### config.mk
export PLATFORM = sky130hd
export DESIGN_NAME = uart_cmd_sequencer
export DESIGN_NICKNAME = d
export VERILOG_FILES = /design/src/rtl/uart_cmd_sequencer.sv
export SDC_FILE = /design/constraint.sdc
export NUM_CORES = 1
export LEC_CHECK = 0
export CORE_MARGIN = 3
export CORE_UTILIZATION = 65
export DETAILED_ROUTE_END_ITERATION = 12
export DONT_BUFFER_PORTS = 1
export PLACE_DENSITY = 0.82
export SETUP_SLACK_MARGIN = 0.02
export SYNTH_ARGS = -nofsm -noshare
export SYNTH_HDL_FRONTEND = slang
export SYNTH_SLANG_ARGS = --single-unit
### constraint.sdc
create_clock -name clock_in -period 4.4 [get_ports clock_in]
set_clock_uncertainty 0.1 [all_clocks]
set_input_delay 0.88 -clock clock_in [delete_from_list [all_inputs] [get_ports clock_in]]
set_output_delay 0.88 -clock clock_in [all_outputs]
set_load 0.01 [all_outputs]
### src/rtl/uart_cmd_sequencer.sv
// Frames uart_rx bytes into SYNC/ADDR/DATA[/CSUM] phase commands and issues write, commit or error strobes.
// Optional macro UART_CMD_CHECKSUM_EN adds a trailing XOR checksum byte to every packet.
module uart_cmd_sequencer #(
  parameter int unsigned NUM_CHANNELS   = 64,
  parameter int unsigned ADDR_WIDTH     = 6,
  parameter logic [7:0]  SYNC_BYTE      = 8'hAA,
  parameter logic [7:0]  COMMIT_ADDR    = 8'hFF,
  parameter int unsigned TIMEOUT_CYCLES = 4096
) (
  input  logic                  clock_in,
  input  logic                  reset_in,
  input  logic                  rx_done_in,
  input  logic [7:0]            rx_byte_in,
  output logic                  wr_en_out,
  output logic [ADDR_WIDTH-1:0] wr_addr_out,
  output logic [7:0]            wr_data_out,
  output logic                  commit_out,
  output logic                  error_out,
  output logic [7:0]            error_count_out,
  output logic                  busy_out
);

  localparam int unsigned CNT_W = 16;
  localparam logic [CNT_W-1:0] TIMEOUT_LAST = CNT_W'(TIMEOUT_CYCLES - 1);

`ifdef UART_CMD_CHECKSUM_EN
  typedef enum logic [2:0] {ST_IDLE, ST_ADDR, ST_DATA, ST_CSUM, ST_EXEC} state_t;
`else
  typedef enum logic [1:0] {ST_IDLE, ST_ADDR, ST_DATA, ST_EXEC} state_t;
`endif

  state_t            state_q, state_d;
  logic              rx_done_q;
  logic              strb;
  logic              in_pkt;
  logic              timeout;
  logic              pkt_bad;
  logic [7:0]        addr_q;
  logic [7:0]        data_q;
  logic [CNT_W-1:0]  cnt_q;
`ifdef UART_CMD_CHECKSUM_EN
  logic [7:0]        csum_q;
`endif

  logic                  wr_en_d, commit_d, error_d;
  logic [ADDR_WIDTH-1:0] wr_addr_d;
  logic [7:0]            wr_data_d;
  logic [7:0]            error_count_d;

  assign strb     = rx_done_in & ~rx_done_q;
  assign in_pkt   = (state_q != ST_IDLE) && (state_q != ST_EXEC);
  // A byte arriving on the last allowed cycle beats the timeout.
  assign timeout  = in_pkt && !strb && (cnt_q == TIMEOUT_LAST);
  assign busy_out = (state_q != ST_IDLE);

`ifdef UART_CMD_CHECKSUM_EN
  assign pkt_bad = ((32'(addr_q) >= NUM_CHANNELS) && (addr_q != COMMIT_ADDR)) ||
                   (csum_q != (SYNC_BYTE ^ addr_q ^ data_q));
`else
  assign pkt_bad = (32'(addr_q) >= NUM_CHANNELS) && (addr_q != COMMIT_ADDR);
`endif

  always_ff @(posedge clock_in or posedge reset_in) begin
    if (reset_in) state_q <= ST_IDLE;
    else          state_q <= state_d;
  end

  always_comb begin
    state_d = state_q;
    case (state_q)
      ST_IDLE: if (strb && (rx_byte_in == SYNC_BYTE)) state_d = ST_ADDR;
      ST_ADDR: begin
        if (strb)         state_d = ST_DATA;
        else if (timeout) state_d = ST_IDLE;
      end
      ST_DATA: begin
`ifdef UART_CMD_CHECKSUM_EN
        if (strb)         state_d = ST_CSUM;
`else
        if (strb)         state_d = ST_EXEC;
`endif
        else if (timeout) state_d = ST_IDLE;
      end
`ifdef UART_CMD_CHECKSUM_EN
      ST_CSUM: begin
        if (strb)         state_d = ST_EXEC;
        else if (timeout) state_d = ST_IDLE;
      end
`endif
      ST_EXEC: state_d = ST_IDLE;
      default: state_d = ST_IDLE;
    endcase
  end

  // Next values of the registered command outputs.
  always_comb begin
    wr_en_d       = 1'b0;
    commit_d      = 1'b0;
    error_d       = 1'b0;
    wr_addr_d     = wr_addr_out;
    wr_data_d     = wr_data_out;
    error_count_d = error_count_out;
    if (state_q == ST_EXEC) begin
      if (pkt_bad) begin
        error_d = 1'b1;
      end else if (addr_q == COMMIT_ADDR) begin
        commit_d = 1'b1;
      end else begin
        wr_en_d   = 1'b1;
        wr_addr_d = addr_q[ADDR_WIDTH-1:0];
        wr_data_d = data_q;
      end
    end
    if (timeout) error_d = 1'b1;
    if (error_d && (error_count_out != 8'hFF)) error_count_d = error_count_out + 8'd1;
  end

  always_ff @(posedge clock_in or posedge reset_in) begin
    if (reset_in) begin
      wr_en_out       <= 1'b0;
      wr_addr_out     <= '0;
      wr_data_out     <= 8'h00;
      commit_out      <= 1'b0;
      error_out       <= 1'b0;
      error_count_out <= 8'h00;
    end else begin
      wr_en_out       <= wr_en_d;
      wr_addr_out     <= wr_addr_d;
      wr_data_out     <= wr_data_d;
      commit_out      <= commit_d;
      error_out       <= error_d;
      error_count_out <= error_count_d;
    end
  end

  // Byte capture, edge detect and inter-byte timeout counter.
  always_ff @(posedge clock_in or posedge reset_in) begin
    if (reset_in) begin
      rx_done_q <= 1'b0;
      addr_q    <= 8'h00;
      data_q    <= 8'h00;
      cnt_q     <= '0;
`ifdef UART_CMD_CHECKSUM_EN
      csum_q    <= 8'h00;
`endif
    end else begin
      rx_done_q <= rx_done_in;
      if (strb) begin
        if (state_q == ST_ADDR) addr_q <= rx_byte_in;
        if (state_q == ST_DATA) data_q <= rx_byte_in;
`ifdef UART_CMD_CHECKSUM_EN
        if (state_q == ST_CSUM) csum_q <= rx_byte_in;
`endif
      end
      if ((state_q == ST_IDLE) || strb) cnt_q <= '0;
      else if (in_pkt)                  cnt_q <= cnt_q + CNT_W'(1);
    end
  end

endmodule

==> impl_metrics.env <==
export IMPL_status="complete, no violations"
export IMPL_cp_start_kind="flip-flop"
export IMPL_portBuffers=0
export IMPL_initial_core_util_pct=69.8
export IMPL_fill_cells=231
export IMPL_clk_root_buffer_cell="clkbuf_8"
export IMPL_dp_hpwl_um=3610
export IMPL_numCtsBuffers=9
export IMPL_cts_max_level=3
export IMPL_grt_pass1_wl_um=8990
export IMPL_min_path_type="reg -> reg"
export IMPL_ir_drop_mv=0.399
export IMPL_synth_nets=228
export IMPL_num_antenna_cells=0
export IMPL_cp_arrival_ns=2.57
export IMPL_die_w_um=69.6
export IMPL_power_uw=1720
export IMPL_post_route_util_pct=76.1
export IMPL_clkSinkCount=60
export IMPL_ff2ff_setup_slack_ns=1.96
export IMPL_syn_inst=211
export IMPL_drv_slew=0
export IMPL_grt_max_degree=61
export IMPL_vias=1657
export IMPL_synth_cell_type_count=36
export IMPL_crit_chain="inv_1 > ha_1 > nand4_4 > or3_4 > o21ai_4 > nand2_4 > mux2_4"
export IMPL_endpoint_kind="flip-flop"
export IMPL_period_minus_slack_ns=2.44
export IMPL_r2r_start="state_q[0]"
export IMPL_leakage_uw=0.00129
export IMPL_syn_to_final_growth_pct=9.13
export IMPL_grt_total_usage_pct=24.2
export IMPL_synth_common_cells="dfrtp_1 (60), mux2_2 (30), nor2_1 (23), nand3_1 (12), nand2_1 (11)"
export IMPL_drc=0
export IMPL_wire_per_inst_um=19.2
export IMPL_worstMarginPinSlew_ns=1.20
export IMPL_critPathSlowestCell="ha_1"
export IMPL_overflow=0
export IMPL_first_pass_iters=4
export IMPL_ys_seq_area_share_pct=57.1
export IMPL_std_cell_rows=22
export IMPL_grt_pass1_vias=1860
export IMPL_viasPerCell=6.14
export IMPL_crit_type="reg -> reg"
export IMPL_nNetsFinal=234
export IMPL_seq_area_um2=1500
export IMPL_drtIter0Drc=189
export IMPL_multi_input_area_um2=1080
export IMPL_hold_viol_final=0
export IMPL_yosysTopAreaCell="dfrtp_1"
export IMPL_slew_limit_headroom_pct=20.0
export IMPL_syn_avg_cell_area_um2=12.5
export IMPL_antenna_found_initial=0
export IMPL_synthTopCellsByArea="dfrtp_1 (57%), mux2_2 (13%), xnor2_1 (3.3%)"
export IMPL_cp_data_required_time_ns=4.53
export IMPL_fin_crit_sh_pct=55.5
export IMPL_worst_skew_pair_late_latency_ns=0.34
export IMPL_ys_warn_count=0
export IMPL_r2r_end="error_count_out[1]"
export IMPL_synth_edff_count=0
export IMPL_finalSetupTns_ns=0
export IMPL_hold_start="data_q[1]"
export IMPL_yosysTopAreaCellShare_pct=57.1
export IMPL_setup_viol=0
export IMPL_cts_setup_buffers=0
export IMPL_min_to="data_q[1]"
export IMPL_async_flop_share_pct=100
export IMPL_holdWs_ns=0.410
export IMPL_wl_um=5170
export IMPL_drive_gt1_share_pct=24.3
export IMPL_critPathMaxFanout=9
export IMPL_cts_tree="done"
export IMPL_power_density_nw_per_um2=598
export IMPL_gp_congestion=0.802
export IMPL_clockBufferDepth=2
export IMPL_ctsResizeCount=0
export IMPL_core_area_um2=3770
export IMPL_cpPeakStageDelay_ns=0.45
export IMPL_antenna_left=0
export IMPL_synth_main_ff_cell="dfrtp_1"
export IMPL_min_path_cells=1
export IMPL_ios=37
export IMPL_die_height_um=69.6
export IMPL_path_clk_slew_ns=0.06
export IMPL_synth_seq_cells=60
export IMPL_rsz0062_at_grt="no"
export IMPL_synthesis_area_um2=2630
export IMPL_cap_viol_max_count=0
export IMPL_die_area_um2=4850
export IMPL_max_freq_mhz=409
export IMPL_yosysMostFrequentCell="dfrtp_1"
export IMPL_cts_hold_buf=0
export IMPL_rr_worst_depth=7
[layer usage]
layer	global-route usage, %	wire length, um	part of all wire (%)	vias to the layer above
met2	40.6	2600	50	60
met3	12.2	363	7.0	11
met5	0	0	0	-
met4	8.30	106	2.0	0
li1	-	-	-	751
met1	26.5	2100	41	835
[worst max-delay path by stage]
| stage | from | to | cells past startpoint |
|---|---|---|---|
| after floorplan | reset_in | addr_q[0] | 1 |
| after global placement | state_q[0] | error_count_out[1] | 7 |
| after detailed placement | state_q[0] | error_count_out[1] | 7 |
| after CTS | state_q[0] | error_count_out[1] | 7 |
| after global routing | state_q[0] | error_count_out[1] | 7 |
| final | state_q[0] | error_count_out[1] | 7 |
[power breakdown]
part	switching, uW	internal [uW]
logic	168	176
registers	167	709
clock network	207	290
total	542	1180
[cell families after synthesis]
group                      count (synthesis)  synth area share (%)
DFF                                       60                  57.1
buffers and inverters                     11                  1.90
muxes                                     32                  13.8
AOI/OAI and AO/OA                         10                  3.00
adders and majority gates                  6                  2.85
and+or+nand+nor                           72                  14.7
xor gates and xnor gates                  20                  6.66
[cell type report]
| type | instances | share of cell area, % |
|---|---|---|
| clock buffers | 12 | 5.40 |
| clock inverters | 4 | 1.66 |
| inverters | 6 | 0.784 |
| multi-input cells | 140 | 37.8 |
| flip-flops and latches | 60 | 52.3 |
| well taps | 48 | 2.09 |
[cells in the final DEF, fill, tap and decap left out, types with 2 or more instances in the layout]
master    synthesis  routed
mux2_2           30      30
inv_1             6       5
and3_1            3       3
nand4_1           6       6
xor2_1           10      10
ha_1              6       6
dfrtp_1          60      60
clkbuf_8          0      11
nor2_1           23      23
nor3_1            4       3
nor4bb_1          2       2
a21oi_1           3       3
nor4_1            2       2
nand2_1          11      11
xnor2_1          10      10
clkinv_2          0       2
nand3_1          12      12
[registers in the layout, summed over array words and instances, names as in the netlist]
signal and cells:
data_q 8, wr_addr_out 6, state_q 2, cnt_q 16
addr_q 8, rx_done_q 1, wr_en_out 1, commit_out 1
wr_data_out 8, error_out 1, error_count_out 8
[through the flow]
| stage | setup WS [ns] | cells | cell area [um2] |
|---|---|---|---|
| after floorplan | 1.94 | 211 | 2630 |
| after global placement | 2.10 | 254 | 2670 |
| after detailed placement | 1.99 | 254 | 2670 |
| after CTS | 1.97 | 270 | 2870 |
| after global routing | 1.88 | 270 | 2870 |
| final | 1.96 | 270 | 2870 |
[worst max-delay path, delay by kind of cell, from the launching register on]
family | cells | cell delay [ns]
compound gates | 1 | 0.30
mux | 1 | 0.31
fa+ha+maj | 1 | 0.45
flops | 1 | 0.41
simple gates | 3 | 0.65
buf+inv | 1 | 0.10
No activity file was read; power rests on OpenSTA's default activity.
